## src/rtl/uart_tx_pkg.sv

```systemverilog
// Shared state encodings, line levels and parity helper for the UART transmitter.
package uart_tx_pkg;

  localparam logic [2:0] IDLE   = 3'd0;
  localparam logic [2:0] START  = 3'd1;
  localparam logic [2:0] DATA   = 3'd2;
  localparam logic [2:0] PARITY = 3'd3;
  localparam logic [2:0] STOP1  = 3'd4;
  localparam logic [2:0] STOP2  = 3'd5;

  localparam logic START_BIT = 1'b0;
  localparam logic STOP_BIT  = 1'b1;

  localparam int unsigned MAX_DATA_W = 9;

  // Callers zero-extend narrower words; the extra zeros do not change the XOR.
  function automatic logic par_calc(input logic [MAX_DATA_W-1:0] data, input logic typ);
    return (^data) ^ typ;
  endfunction

endpackage

```

## src/rtl/uart_tx_baud_div.sv

```systemverilog
// Bit-period divider: counts max(div,1) cycles per bit, restarted at each frame load.
module uart_tx_baud_div #(
  parameter int unsigned DIV_W = 16
) (
  input  logic             i_clk,
  input  logic             i_rst,
  input  logic             i_en,
  input  logic             i_restart,
  input  logic [DIV_W-1:0] i_div,
  output logic             o_tick
);

  logic [DIV_W-1:0] r_cnt;
  logic [DIV_W-1:0] r_div_m1;

  assign o_tick = i_en & (r_cnt == r_div_m1);

  always_ff @(posedge i_clk) begin
    if (i_rst) begin
      r_cnt    <= '0;
      r_div_m1 <= '0;
    end else if (i_restart) begin
      r_cnt    <= '0;
      r_div_m1 <= (i_div == '0) ? '0 : i_div - DIV_W'(1);
    end else if (i_en) begin
      r_cnt <= o_tick ? '0 : r_cnt + DIV_W'(1);
    end
  end

endmodule

```

## src/rtl/uart_tx_frame_engine.sv

```systemverilog
// UART transmitter: frame FSM, shifter, bit counter, one-word holding buffer and config latch.
module uart_tx_frame_engine
  import uart_tx_pkg::*;
#(
  parameter int unsigned DATA_W = 8,
  parameter int unsigned DIV_W  = 16
) (
  input  logic              clk,
  input  logic              RST,
  input  logic [DATA_W-1:0] s_data,
  input  logic              s_valid,
  output logic              s_ready,
  input  logic              cfg_par_en,
  input  logic              cfg_par_typ,
  input  logic              cfg_stop2,
  input  logic [DIV_W-1:0]  cfg_div,
  output logic              tx_out,
  output logic              busy,
  output logic              frame_done
);

  localparam int unsigned CNT_W = (DATA_W > 1) ? $clog2(DATA_W) : 1;
  localparam logic [CNT_W-1:0] LAST_BIT = CNT_W'(DATA_W - 1);

  logic [2:0]        r_state;
  logic              r_tx;
  logic              r_done;
  logic [DATA_W-1:0] r_shift;
  logic [CNT_W-1:0]  r_bitcnt;
  logic [DATA_W-1:0] r_buf;
  logic              r_buf_full;
  logic              r_par_en;
  logic              r_par_bit;
  logic              r_stop2;

  logic              w_tick;
  logic              w_accept;
  logic              w_frame_end;
  logic              w_load_in;
  logic              w_load;
  logic              w_to_buf;
  logic [DATA_W-1:0] w_load_word;

  always_comb begin
    w_accept    = s_valid & ~r_buf_full;
    w_frame_end = w_tick & ((r_state == STOP2) | ((r_state == STOP1) & ~r_stop2));
    w_load_in   = w_accept & ((r_state == IDLE) | w_frame_end);
    // A full buffer blocks s_ready, so at frame end only one of the two sources can load.
    w_load      = w_load_in | (w_frame_end & r_buf_full);
    w_load_word = r_buf_full ? r_buf : s_data;
    w_to_buf    = w_accept & ~w_load_in;
  end

  uart_tx_baud_div #(
    .DIV_W (DIV_W)
  ) u_baud_div (
    .i_clk     (clk),
    .i_rst     (RST),
    .i_en      (r_state != IDLE),
    .i_restart (w_load),
    .i_div     (cfg_div),
    .o_tick    (w_tick)
  );

  always_ff @(posedge clk) begin
    if (RST) begin
      r_state    <= IDLE;
      r_tx       <= STOP_BIT;
      r_done     <= 1'b0;
      r_shift    <= '0;
      r_bitcnt   <= '0;
      r_buf      <= '0;
      r_buf_full <= 1'b0;
      r_par_en   <= 1'b0;
      r_par_bit  <= 1'b0;
      r_stop2    <= 1'b0;
    end else begin
      r_done <= w_frame_end;

      if (w_to_buf) begin
        r_buf      <= s_data;
        r_buf_full <= 1'b1;
      end else if (w_load && r_buf_full) begin
        r_buf_full <= 1'b0;
      end

      if (w_load) begin
        r_state   <= START;
        r_tx      <= START_BIT;
        r_shift   <= w_load_word;
        r_bitcnt  <= '0;
        r_par_en  <= cfg_par_en;
        r_par_bit <= par_calc(MAX_DATA_W'(w_load_word), cfg_par_typ);
        r_stop2   <= cfg_stop2;
      end else if (w_tick) begin
        case (r_state)
          START: begin
            r_state  <= DATA;
            r_tx     <= r_shift[0];
            r_shift  <= r_shift >> 1;
            r_bitcnt <= '0;
          end
          DATA: begin
            if (r_bitcnt == LAST_BIT) begin
              r_state <= r_par_en ? PARITY : STOP1;
              r_tx    <= r_par_en ? r_par_bit : STOP_BIT;
            end else begin
              r_tx     <= r_shift[0];
              r_shift  <= r_shift >> 1;
              r_bitcnt <= r_bitcnt + CNT_W'(1);
            end
          end
          PARITY: begin
            r_state <= STOP1;
            r_tx    <= STOP_BIT;
          end
          STOP1: begin
            r_state <= r_stop2 ? STOP2 : IDLE;
            r_tx    <= STOP_BIT;
          end
          default: begin
            r_state <= IDLE;
            r_tx    <= STOP_BIT;
          end
        endcase
      end
    end
  end

  assign s_ready    = ~r_buf_full;
  assign busy       = (r_state != IDLE) | r_buf_full;
  assign tx_out     = r_tx;
  assign frame_done = r_done;

endmodule

```

## config.mk

```make
export PLATFORM = sky130hd
export DESIGN_NAME = uart_tx_frame_engine
export DESIGN_NICKNAME = d
export VERILOG_FILES = /design/src/rtl/uart_tx_pkg.sv /design/src/rtl/uart_tx_baud_div.sv /design/src/rtl/uart_tx_frame_engine.sv
export SDC_FILE = /design/constraint.sdc
export NUM_CORES = 1
export LEC_CHECK = 0
export CORE_ASPECT_RATIO = 1.5
export CORE_UTILIZATION = 40
export DETAILED_ROUTE_END_ITERATION = 8
export DONT_BUFFER_PORTS = 1
export PLACE_DENSITY_LB_ADDON = 0.05
export SYNTH_ARGS = -nofsm -noshare
export SYNTH_HDL_FRONTEND = slang
export SYNTH_SLANG_ARGS = --single-unit
```

## constraint.sdc

```tcl
create_clock -name clk -period 5.3 [get_ports clk]
set_input_delay 0.265 -clock clk [delete_from_list [all_inputs] [get_ports clk]]
set_output_delay 0.265 -clock clk [all_outputs]
set_load 0.01 [all_outputs]
```

# Word level (Yosys, flattened, before mapping)
# Index checks and enable logic that the tools add are counted.
# totals
in_bits,30
wordCells,78
ff_bits,60
out_inout_bits,4
# classes
n_eq_ne,11
reduce_logical,14
n_addsub,3
bitwise_logic,15
n_mux,22
# ops
operator,count
$mux W16,2
$mux W8,4
$add A16 B1 Y16 const B,1
$eq A16 B16 Y1,1
$logic_not A16 Y1,1
$pmux W8 S2,1
$sub A16 B1 Y16 const B,1
$mux W3,4
$pmux W3 S4,1
$eq A3 B3 Y1 const B,3
$reduce_xor A9 Y1,1
$mux W1,8
$and A1 B1 Y1,7
$eq A3 B2 Y1 const B,2
$ne A3 B3 Y1 const B,2
$pmux W3 S2,1
$reduce_and A3 Y1,2
$reduce_bool A2 Y1,3
$reduce_bool A3 Y1,2
$ne A2 B2 Y1 const B,2
$or A1 B1 Y1,4
$reduce_and A2 Y1,2
$add A3 B1 Y3 const B,1
$eq A3 B1 Y1 const B,1
other kinds (6),8

# Depth between registers and ports, before layout
# Gate-level depths: netlist (run 1).
# depth
ltp_word,10
depth_mapped,8
mapped_depth_nobuf,8

# Hierarchy
# A second synthesis (run 1) with hierarchy kept.
# unflattened
hier_cells,381
area_unflattened_um2,3329.4
# modules_own_cells
mod,instances,cells_per_inst,area_each_um2,seq_area_each_um2
uart_tx_baud_div,1,211,1776.7,640.6
uart_tx_frame_engine,1,170,1552.7,560.5

# Worst setup path after synthesis (run 1)
# OpenSTA, ideal clock, no wires.
# synth_path
path_kind,register to register
start,reg u_baud_div.r_cnt[13]
end,reg u_baud_div.r_div_m1[1]
setup_time_ns,0.117
arrival_ns,1.865
path_buffers,1
slack_ns,3.318
required_ns,5.183
stages_incl_launch_ff,8
synth_period_minus_slack_ns,1.982
path_cell_list,dfxtp_1 > xor2_1 > nor4_4 > nand4_4 > nor3_4 > nor3_1 > buf_2 > a22o_1
# synth_via
elab_chain_len,6
elab_cells_between_ends,7
classes_between,1 x eq/ne; 6 x bitwise
# synth_rtl
element,line_no,text
"start, declared",uart_tx_baud_div.sv:13,logic [DIV_W-1:0] r_cnt;
"start signal, assigned",uart_tx_baud_div.sv:26,r_cnt <= o_tick ? '0 : r_cnt + DIV_W'(1);
$eq A16 B16 Y1 (*),uart_tx_baud_div.sv:16,assign o_tick = i_en & (r_cnt == r_div_m1);
$and A1 B1 Y1 (*),uart_tx_baud_div.sv:16,
$and A1 B1 Y1 (*),uart_tx_frame_engine.sv:46,w_frame_end = w_tick & ((r_state == STOP2) | ((r_state == STOP1) & ~r_stop2));
$or A1 B1 Y1,uart_tx_frame_engine.sv:47,w_load_in = w_accept & ((r_state == IDLE) | w_frame_end);
$and A1 B1 Y1,uart_tx_frame_engine.sv:47,
$or A1 B1 Y1 (*),uart_tx_frame_engine.sv:49,w_load = w_load_in | (w_frame_end & r_buf_full);
"end signal, assigned",uart_tx_baud_div.sv:24,r_div_m1 <= (i_div == '0) ? '0 : i_div - DIV_W'(1);
"end, declared",uart_tx_baud_div.sv:14,logic [DIV_W-1:0] r_div_m1;
# Every way passes the cells marked *; elsewhere a longest branch is shown, timed or not.
# A chain may end at the register's enable or synchronous reset.

# Worst setup path in the final report (run 1)
# layout_path
start,reg r_state[1]
end,reg u_baud_div.r_cnt[4]
# layout_via
elab_chain_len,8
elab_cells_between_ends,14
classes_between,2 x eq/ne; 1 x mux; 8 x bitwise; 3 x reduce/logical
# layout_rtl
element,line_no,text
"start, declared",uart_tx_frame_engine.sv:25,logic [2:0] r_state;
"start signal, assigned",uart_tx_frame_engine.sv:105,r_state <= r_par_en ? PARITY : STOP1;
"start signal, assigned",uart_tx_frame_engine.sv:118,r_state <= r_stop2 ? STOP2 : IDLE;
$eq A3 B3 Y1,uart_tx_frame_engine.sv:46,
$and A1 B1 Y1,uart_tx_frame_engine.sv:46,
$or A1 B1 Y1,uart_tx_frame_engine.sv:46,
$and A1 B1 Y1,uart_tx_frame_engine.sv:46,
$or A1 B1 Y1,uart_tx_frame_engine.sv:47,
$and A1 B1 Y1,uart_tx_frame_engine.sv:47,
$or A1 B1 Y1,uart_tx_frame_engine.sv:49,
$reduce_or A2 Y1 (no source line),--,
# Several ways; a longest one is shown, not always the timed one.

==> summary.md, run 1 <==
| Metric | Value |
|---|---|
| Total routed wirelength | roughly 8200 µm |
| Worst-path clk slew | 60 ps |
| WL/cell | roughly 17 µm |
| Worst Hold Class | input port to flip-flop |
| Critical path type | flip-flop to flip-flop |
| Setup tns final | 0 ps |
| WP data required | 5550 ps |
| Most common flop cell mapped by yosys | dfxtp_1 |
| GRT Total Usage | 21.3% |
| Synth Instances | 368 |
| Critical path arrival | 2940 ps |
| Syn Nets | 402 |
| Unique cell type count in the Yosys netlist | 50 |
| Antenna Cells | 0 |
| Vias | 2655 |
| GRT overflow | 0 |
| Area growth syn-to-layout | 11.4% |
| Slew @ Worst Pin | 750 ps |
| CP Capture Type | flip-flop |
| Total clock sinks | 60 |
| Core Area | slightly below 8000 µm² |
| Post-synthesis register bit count | 60 |
| ANT nets after route | 0 |
| Hold Vio Cnt, Final | 0 |
| Number of CTS-inserted buffers | 9 |
| CTS max path bufs | 2 |
| Vias per cell | 5.61 |
| Final GP Congestion | about 0.83 |
| Placed instance count | 456 |
| Num ports | 34 |
| Worst path max stage delay | 560 ps |
| Maximum vdd drop | 0.191 mV |
| Most common cell after layout, fill and taps aside | dfxtp_1 |
| Drt first pass iters | 4 |
| Initial Util | 41.9% |
| CTS resizes | 0 |
| Full die area | ~8500 µm² |
| Total of max-cap violations | 0 |
| Num rows | 39 |
| Pleak | 1.39 nW |
| HPWL after DPL | a little over 6000 µm |
| Synth async-reset ratio | 0% |
| Most frequent cells in the layout | 60 x dfxtp_1, 53 x nor2_1, 34 x xor2_1 |
| Final period util | about half |
| Residual DRC | 0 |
| Status | complete, no violations |
| Clock root buffer | clkbuf_16 |
| Vias in the first global route | 2665 |
| H-tree Lvls | 3 |
| Final setup fails | 0 |
| Syn avg cell area | 8.84 µm² |
| Final slew viol count | 0 |
| Crit path max fanout | 16 |
| Chip height | 112 µm |
| Worst-path cell chain | nor3_2 -> nor4_4 -> nand4_4 -> or2_1 -> nand3_1 -> nor2_1 |
| Yosys warns | 0 |
| Largest net degree at the start of global routing | 17 |
| EDFF count, synth | 0 |
| Non-filler cells in the finished layout | 473 |
| Initial antenna violation count | 0 |
| Unrepaired setup endpoints after global routing | false |
| IO buf count | 0 |
| Period minus WS final | 2690 ps |
| Fin nets | 400 |
| CTS tree | done |
| Mapped cell area | 3250 µm² |
| Worst-skew pair later-pin latency | 330 ps |
| Clock skew | slightly above 10 ps |
| Startpoint Class | flip-flop |
| Fmax | 372 MHz |
| Share of layout cells above drive strength 1 | slightly below 8% |
| Slowest cell on the critical path | nand3_1 |
| First-pass GRT wire length | roughly 13000 µm |
| Die width | 75.6 µm |
| DR iter-0 viols | 91 |
| PwrDens | 336 nW/µm² |
| Post-synthesis sequential area ratio | 36.9% |
| FILL cells | 770 |
| Worst slew margin | 49.8% |
-- through the flow --
| stage | setup slack, ps | hold slack, ps | util, % | area (µm²) | total power [mW] |
|---|---|---|---|---|---|
| 6_report | 2610 | 10.1 | 46.7 | 3620 | 1.22 |
| 3_3_place_gp | 2520 | 338 | 42.9 | 3330 | 0.672 |
| 5_1_grt | 2290 | 1.32 | 46.7 | 3620 | 1.27 |
| 2_1_floorplan | 3320 | 391 | - | 3250 | 0.639 |
| 3_5_place_dp | 2510 | 343 | 42.9 | 3330 | 0.672 |
| 4_1_cts | 2500 | 0.251 | 46.7 | 3620 | 1.23 |
-- cell usage after synthesis (4+ instances only) --
library cell	count	area share (%)
a21oi_1	12	1.8
a22o_1	5	1.3
a22oi_1	8	1.8
a31oi_1	8	1.5
a32o_1	7	2.2
buf_2	8	1.2
clkbuf_1	7	0.81
dfxtp_1	60	37
ha_1	4	1.5
inv_1	8	0.92
mux2i_1	20	6.2
nand2_1	18	2.1
nand2b_1	9	1.7
nand3_1	12	1.8
nand4_1	7	1.3
nor2_1	53	6.1
nor2b_1	9	1.7
nor3_1	10	1.5
nor4_1	5	0.96
o211ai_1	8	1.8
o21ai_0	5	0.77
xnor2_1	16	4.3
xor2_1	34	9.2
-- worst max-delay path: cells and delay by family (launching register included) --
family	cells	cell delay, ps
flops	1	420
simple gates	6	2180
-- layout make-up --
class	count	area (µm²)	area share [%]
Tap cell	102	128	3.52
Sequential cell	60	1200	33.1
Timing Repair Buffer	3	25.0	0.690
Clock inverter	4	22.5	0.621
Multi-Input combinational cell	284	1950	53.8
Clock buffer	12	267	7.35
Inverter	8	30.0	0.828
-- flip-flops by register name, summed over array words and instances (netlist names) --
| name | flops |
|---|---|
| u_baud_div.r_div_m1 | 16 |
| u_baud_div.r_cnt | 16 |
| r_buf_full | 1 |
| r_bitcnt | 3 |
| r_state | 3 |
| r_par_bit | 1 |
| frame_done | 1 |
| r_shift | 8 |
| r_buf | 8 |
| r_par_en | 1 |
| r_stop2 | 1 |
| tx_out | 1 |
-- routing by layer --
layer | GRT usage, % | vias up | share of wire [%]
met3 | 6.46 | 12 | 3.8
met5 | 0 | - | 0
met2 | 37.0 | 52 | 54
met1 | 22.3 | 1281 | 40
met4 | 10.9 | 0 | 2.0
li1 | - | 1310 | -
-- where the power goes --
part | switching [mW] | internal, mW
Sequential | 0.0266 | 0.480
Combinational | 0.0899 | 0.0676
Clock | 0.202 | 0.351
Total | 0.318 | 0.899
-- path summary, 6_finish.rpt --
path	from	to	depth (start not counted)	slack [ps]
worst min-delay path	RST	r_buf[0]	1	10
worst max-delay path	r_state[1]	u_baud_div.r_cnt[4]	6	2610
worst min register to register	r_bitcnt[1]	r_bitcnt[1]	2	480
worst max register to register	r_state[1]	u_baud_div.r_cnt[4]	6	2610
-- logic make-up (layout without fill, tap and decap cells) --
kind of cell | Yosys count | after routing | synth area share, %
AO/OA/AOI/OAI | 63 | 63 | 14.6
multiplexers | 21 | 21 | 6.50
flip-flops | 60 | 60 | 36.9
AND/OR/NAND/NOR | 146 | 146 | 23.9
XOR/XNOR | 50 | 50 | 13.5
adder cells (fa/ha/maj) | 4 | 4 | 1.54
buffers and inverters | 24 | 27 | 3.08
-- repair_timing --
item	CTS	global route
hold endpoints to repair	15	0
setup buffers	0	0
hold buffers	1	0
Note: power is estimated with default switching activity, not from simulation.
==> run 2, diff against run 1 <==
==> constraint.sdc (replaced) <==
create_clock -name clk -period 2.45 [get_ports clk]
set_input_delay 0.1225 -clock clk [delete_from_list [all_inputs] [get_ports clk]]
set_output_delay 0.1225 -clock clk [all_outputs]
set_load 0.01 [all_outputs]
==> run 2 against run 1 <==
Non-clock buffer count up 23. Worst hold slack better by 20 ps. Critical path depth up 1. Clock skew down 6.2 ps. Wire length about the same. Via count up 0.94%. Sequential power up 120%. Sequential share of layout area down 2.5 points. Critical path type unchanged.
==> summary.md, run 2 (synthesis gave the netlist of run 1 again) <==
| Metric | Value |
|---|---|
| Most frequent cells in the layout | 60 x dfxtp_1, 53 x nor2_1, 34 x xor2_1 |
| CTS resizes | 0 (unchanged) |
| H-tree Lvls | 3 (unchanged) |
| Total of max-cap violations | 0 (unchanged) |
| Worst Hold Class | input port to flip-flop |
| Hold_ws | 30.5 ps (+20.4 ps) |
| Share of layout cells above drive strength 1 | 10.7% (+2.8 points) |
| CP Launch Point | u_baud_div.r_cnt[9] |
| Placed instance count | 469 (+2.9%) |
| Post-route design area | 3920 µm² (+8.2%) |
| Unrepaired setup endpoints after global routing | false |
| Placed Instance Area | 3420 µm² (+2.9%) |
| DR iter-0 viols | 87 (-4.4%) |
| Hold Vio Cnt, Final | 0 (unchanged) |
| Drt first pass iters | 4 (unchanged) |
| WP data required | 2610 ps (-2940 ps) |
| Setup tns final | 0 ps (unchanged) |
| FILL cells | 765 (-0.65%) |
| Critical path type | flip-flop to flip-flop |
| WL/cell | 16.5 µm (-4.6%) |
| Final slew viol count | 0 (unchanged) |
| CP Buf/Inv Count | 1 (+1) |
| Initial antenna violation count | 0 (unchanged) |
| Area growth syn-to-layout | 20.5% |
| CTS max path bufs | 2 (unchanged) |
| Vias in the first global route | 2788 (+4.6%) |
| Hold buffer count at CTS | 11 (+10) |
| Residual DRC | 0 (unchanged) |
| Core Area | 7760 µm² (unchanged) |
| Clock skew | 3.88 ps (-6.19 ps) |
| Worst path max stage delay | 430 ps (-130 ps) |
| Final setup fails | 0 (unchanged) |
| Worst hold start | RST |
| Largest net degree at the start of global routing | 23 (+6) |
| Pleak | 1.54 nW (+11%) |
| Slowest cell on the critical path | or2_1 |
| Antenna Cells | 0 (unchanged) |
| WP depth | 7 (+1) |
| Fmax | 449 MHz (+21%) |
| Startpoint Class | flip-flop |
| Worst R2R Path Depth | 7 (+1) |
| Vias per cell | 5.40 (-3.7%) |
| GRT overflow | 0 (unchanged) |
| Reg-to-Reg Start | u_baud_div.r_cnt[9] |
| Delay-heaviest family, CP | simple AND/OR/NAND/NOR gates |
| Final period util | 91.0% (+40 points) |
| Post-CTS Setup Inserts | 0 (unchanged) |
| Non-filler cells in the finished layout | 496 (+4.9%) |
| Clock root buffer | clkbuf_16 |
| Die width | 75.6 µm (unchanged) |
| Worst-skew pair later-pin latency | 320 ps (about the same) |
| Initial Util | 41.9% (unchanged) |
| First-pass GRT wire length | 13300 µm (+1.5%) |
| Pre-CTS setup slack | 271 ps (-2240 ps) |
| Total clock sinks | 60 (unchanged) |
| Hold path cells | 2 (+1) |
| Maximum vdd drop | 0.486 mV (+150%) |
| CTS tree | done |
| CP Capture Type | flip-flop |
| Crit path max fanout | 10 (-6) |
| Full die area | 8510 µm² (unchanged) |
| Number of CTS-inserted buffers | 9 (unchanged) |
| Pwr Total | 3.11 mW (+160%) |
| Fin nets | 423 (+5.8%) |
| Most common cell after layout, fill and taps aside | dfxtp_1 |
| Worst-path cell chain | xor2_1 -> nor3_1 -> nand4_4 -> or2_1 -> buf_4 -> o211ai_1 -> a31oi_1 |
| HPWL after DPL | 6090 µm (about the same) |
| Setup ws final | 221 ps (-2390 ps) |
| Biggest regs | u_baud_div.r_cnt x16, u_baud_div.r_div_m1 x16 |
| Worst-path clk slew | 50 ps (about the same) |
| Critical path arrival | 2390 ps (-550 ps) |
| Slew @ Worst Pin | 969 ps (+219 ps) |
| Worst slew margin | 35.2% (-15 points) |
| Final Util | 50.5% (+3.8 points) |
| Status | complete, no violations |
| Chip height | 112 µm (unchanged) |
| PwrDens | 793 nW/µm² (+140%) |
| Num rows | 39 (unchanged) |
| Vias | 2680 (+0.94%) |
| Period minus WS final | 2230 ps (-458 ps) |
| Final GP Congestion | 0.798 (-3.5%) |
| Num ports | 34 (unchanged) |
| IO buf count | 0 (unchanged) |
| GRT Total Usage | 21.3% (about the same) |
| Total routed wirelength | 8200 µm (about the same) |
| ANT nets after route | 0 (unchanged) |
run 2: cell types whose count changed in the layout (fill, tap and decap cells not counted), sizes merged:
cell and delta:
clkbuf -3, bufinv +5, clkinv -2, buf +13, dlygate4sd3 +10
run 2: layer usage:
layer | up-vias | routed length (µm) | GRT usage (%)
met5 | - | 0 | 0
met4 | 0 | 125 | 6.54
met3 | 8 | 232 | 4.58
met2 | 35 | 4470 | 39.6
met1 | 1279 | 3370 | 22.9
li1 | 1358 | - | -
run 2: power breakdown:
part / leakage [nW] / total (mW) / internal, mW / switching (mW)
logic: 0.863 / 0.382 / 0.172 / 0.210
registers: 0.490 / 1.09 / 1.04 / 0.0511
clock network: 0.186 / 1.64 / 1.20 / 0.443
total: 1.54 / 3.11 / 2.41 / 0.704
run 2: final cells by class:
cell class	count	area (µm²)	share of cell area (%)
Clock buffer	9	225	5.74
Clock inverter	7	163	4.15
Inverter	8	30.0	0.766
Multi-Input combinational cell	284	1950	49.8
Sequential cell	60	1200	30.6
Tap cell	102	128	3.25
Timing Repair Buffer	26	223	5.68
run 2: final timing paths:
| check | slack [ps] | end |
|---|---|---|
| setup reg to reg | 220 | r_shift[2] |
| hold reg to reg | 480 | r_bitcnt[2] |
| setup / recovery | 220 | r_shift[2] |
| hold / removal | 30 | u_baud_div.r_div_m1[6] |
==> run 3, diff against run 2 <==
--- a/config.mk
+++ b/config.mk
@@ -12,4 +12,5 @@
 export PLACE_DENSITY_LB_ADDON = 0.05
 export SYNTH_ARGS = -nofsm -noshare
 export SYNTH_HDL_FRONTEND = slang
+export SYNTH_HIERARCHICAL = 1
 export SYNTH_SLANG_ARGS = --single-unit
==> run 3 against run 2 <==
The flow now finishes with violations (setup timing). Largest power group unchanged. Critical endpoint is now r_par_bit. Non-clock buffer count rose by 28. Cell count rose by 8.5%. Total power fell by 4.1%. Count of clock-buffer cells in the layout rose by 6. Core utilization rose by 2.4 points. Clock power fell by 23%. Critical path depth rose by 1. Global-route usage fell by 1.8 points. Sequential cell count did not move. Setup slack got worse by 230 ps.
==> summary.md, run 3 <==
| Metric | Value |
|---|---|
| DR iter-0 viols | 98 (+13%) |
| Synth top area cells | dfxtp_1 36%, xor2_1 9.2%, mux2i_1 6.9% |
| Synth Instances | 381 (+3.5%) |
| Yosys top cell area share | 36.1% (-0.85 points) |
| Pleak | 1.72 nW (+12%) |
| Sequential power share | 37.3% (+2.3 points) |
| FILL cells | 768 (+0.39%) |
| Comb pwr share | 20.0% (+7.7 points) |
| CTS tree | done |
| Total clock sinks | 60 (unchanged) |
| Total of max-cap violations | 0 (unchanged) |
| Register Area | 1210 µm² (+0.42%) |
| Worst R2R Path Depth | 8 (+1) |
| HPWL after DPL | 5650 µm (-7.3%) |
| Critical path type | flip-flop to flip-flop |
| Unique cell type count in the Yosys netlist | 55 (+10%) |
| Synth cell count leaders | 60 x dfxtp_1, 35 x xor2_1, 33 x nor2_1 |
| Residual DRC | 0 (unchanged) |
| WP data required | 2680 ps (+70 ps) |
| CP endpoint | r_par_bit |
| Critical path arrival | 2690 ps (+300 ps) |
| Vias per cell | 5.15 (-4.6%) |
| Core Area | 8060 µm² (+3.9%) |
| Worst slew margin | 51.4% (+16 points) |
| ANT nets after route | 0 (unchanged) |
| Crit path max fanout | 4 (-6) |
| IO buf count | 0 (unchanged) |
| Worst-skew pair later-pin latency | 330 ps (about the same) |
| Int Pwr | 2.20 mW (-8.4%) |
| Most common cell after layout, fill and taps aside | dfxtp_1 |
| Yosys warns | 6 (+6) |
| Area growth syn-to-layout | 28.1% |
| Worst-path clk slew | 50 ps (about the same) |
| Top cell type by total area after synthesis | dfxtp_1 |
| Reg-to-Reg Start | u_baud_div/r_cnt[7] |
| CTS max path bufs | 2 (unchanged) |
| Number of CTS-inserted buffers | 9 (unchanged) |
| Setup ws final | -7.75 ps (-229 ps) |
| Num ports | 34 (unchanged) |
| Share of layout cells above drive strength 1 | 21.2% (+11 points) |
| WL/cell | 15.3 µm (-7.7%) |
| Antenna Cells | 0 (unchanged) |
| Fin nets | 462 (+9.2%) |
| Worst R2R End | r_par_bit |
| Most instantiated library cell after synthesis | dfxtp_1 |
| Most common flop cell mapped by yosys | dfxtp_1 |
| Final GP Congestion | 0.882 (+10%) |
| Slew @ Worst Pin | 722 ps (-247 ps) |
| Drt first pass iters | 4 (unchanged) |
| Largest net degree at the start of global routing | 34 (+48%) |
| Die width | 76.5 µm (+1.1%) |
| Chip height | 114 µm (+1.1%) |
| Vias | 2773 (+3.5%) |
| Clock skew | 6.17 ps (+2.29 ps) |
| CP Capture Type | flip-flop |
| Initial antenna violation count | 0 (unchanged) |
| Switching power | 0.777 mW (+10%) |
| Final slew viol count | 0 (unchanged) |
| Setup tns final | -7.75 ps (-7.75 ps) |
| Failing checks | setup timing |
| Hold Vio Cnt, Final | 0 (unchanged) |
| Pre-CTS setup slack | -58.1 ps (-329 ps) |
| Initial Util | 41.3% (-0.61 points) |
| Mapped cell area | 3330 µm² (+2.3%) |
| Post-synthesis sequential area ratio | 36.1% (-0.85 points) |
| Status | finished, violations left |
| Period minus WS final | 2460 ps (+229 ps) |
| Vias in the first global route | 2778 (-0.36%) |
| Switch share | 26.1% (+3.4 points) |
| Syn avg cell area | 8.74 µm² (-1.1%) |
| CP Launch Point | u_baud_div/r_cnt[7] |
| Setup slack, reg-to-reg | -8 ps (-230 ps) |
| Num rows | 40 (+2.6%) |
| Startpoint Class | flip-flop |
| Fmax | 407 MHz (-9.3%) |
| Clock share of power | 42.7% (-10 points) |
| Syn Nets | 415 (+3.2%) |
| Maximum vdd drop | 0.530 mV (+9.1%) |
| Final setup fails | 1 (+1) |
| Most frequent cells in the layout | 56 x dfxtp_1, 33 x xor2_1, 31 x nand2_1 |
| Final period util | 100% (+9.3 points) |
| Unrepaired setup endpoints after global routing | true |
| Clock root buffer | clkbuf_16 |
| H-tree Lvls | 3 (unchanged) |
| Total routed wirelength | 8210 µm (+0.16%) |
| GRT Total Usage | 19.5% (-1.8 points) |
| EDFF count, synth | 0 (unchanged) |
| GRT overflow | 0 (unchanged) |
| Pwr Total | 2.98 mW (-4.1%) |
| Synth async-reset ratio | 0% (unchanged) |
| Worst Hold Class | input port to flip-flop |
| Biggest regs | u_baud_div/r_cnt x16, u_baud_div/r_div_m1 x16 |
| Post-synthesis register bit count | 60 (unchanged) |
| Full die area | 8700 µm² (+2.3%) |
| PwrDens | 699 nW/µm² (-12%) |
| Hold_ws | 1.97 ps (-28.5 ps) |
| First-pass GRT wire length | 13100 µm (-1.5%) |
| Multi-input gate area | 2060 µm² (+5.3%) |
run 3: changes by cell type after synthesis, moves of 5 or more:
cell      change
nand2b_1      -5
nor3_1       +19
o21ai_0       +8
a22o_1        -5
a31oi_1       -6
mux2_2        +7
nand2_1      +13
a32o_1        -7
a211oi_1      +9
o211ai_1      -7
nor2_1       -20
a22oi_1       -7
buf_2         -5
run 3: layer usage:
layer	up-vias	GRT usage [%]	part of all wire (%)
met5	-	0	0
met4	0	7.44	1.3
met3	8	5.04	2.9
met2	35	36.0	53
met1	1297	21.1	43
li1	1433	-	-
run 3: worst min path at each step:
stage               cells past startpoint  slack, ps                      end       start
CTS                                     2       0.03   u_baud_div/r_div_m1[6]  cfg_div[6]
floorplan                               1        190  u_baud_div/r_div_m1[15]         RST
finish                                  3          2  u_baud_div/r_div_m1[13]         RST
global route                            2          8   u_baud_div/r_div_m1[6]  cfg_div[6]
detailed placement                      1        200                 r_buf[2]         RST
global placement                        1        190               r_shift[7]         RST
run 3: power by group through the flow:
stage               logic (mW)  registers [mW]  clock network (mW)
global placement         0.480            1.13                   0
detailed placement       0.484            1.13                   0
global route             0.654            1.12                1.34
floorplan                0.393            1.11                   0
CTS                      0.537            1.11                1.31
finish                   0.597            1.11                1.27
run 3: kinds of logic (layout without fill, tap and decap cells):
group | Yosys count | after routing | synth area share, %
adders and majority gates | 4 | 4 | 1.50
and+or+nand+nor | 154 | 155 | 24.2
xor gates and xnor gates | 51 | 51 | 13.8
AOI/OAI and AO/OA | 48 | 48 | 9.17
buffers and inverters | 32 | 83 | 4.88
muxes | 32 | 32 | 10.3
DFF | 60 | 60 | 36.1
run 3: critical path, stage by stage (launching register included):
cell and delay (ps):
dfxtp_1 330, xor2_1 180, nor4_1 290, nand4_1 230, nor3_4 290, nand3_2 110
a211o_1 330, or4_1 520, o311ai_1 80
run 3: timing repair:
item | CTS | global route
cloned | 0 | 2
setup buffers | 4 | 4
endpoints found under the hold margin | 35 | 0
pin swaps | 4 | 9
endpoints found under the setup margin | 25 | 49
hold buffers | 17 | 0
resized for setup | 1 | 22
run 3: per-stage QoR:
stage / area, µm² / instances / util [%]
2_1_floorplan: 3390 / 381 / -
3_3_place_gp: 3620 / 495 / 44.9
3_5_place_dp: 3620 / 495 / 44.9
4_1_cts: 4130 / 532 / 51.3
5_1_grt: 4270 / 538 / 52.9
6_report: 4270 / 538 / 52.9
run 3: layout make-up:
cell class / count / area share [%]
Clock buffer: 15 / 6.28
Clock inverter: 1 / 0.704
Inverter: 13 / 1.38
Multi-Input combinational cell: 290 / 48.2
Sequential cell: 60 / 28.3
Tap cell: 105 / 3.08
Timing Repair Buffer: 54 / 12.1
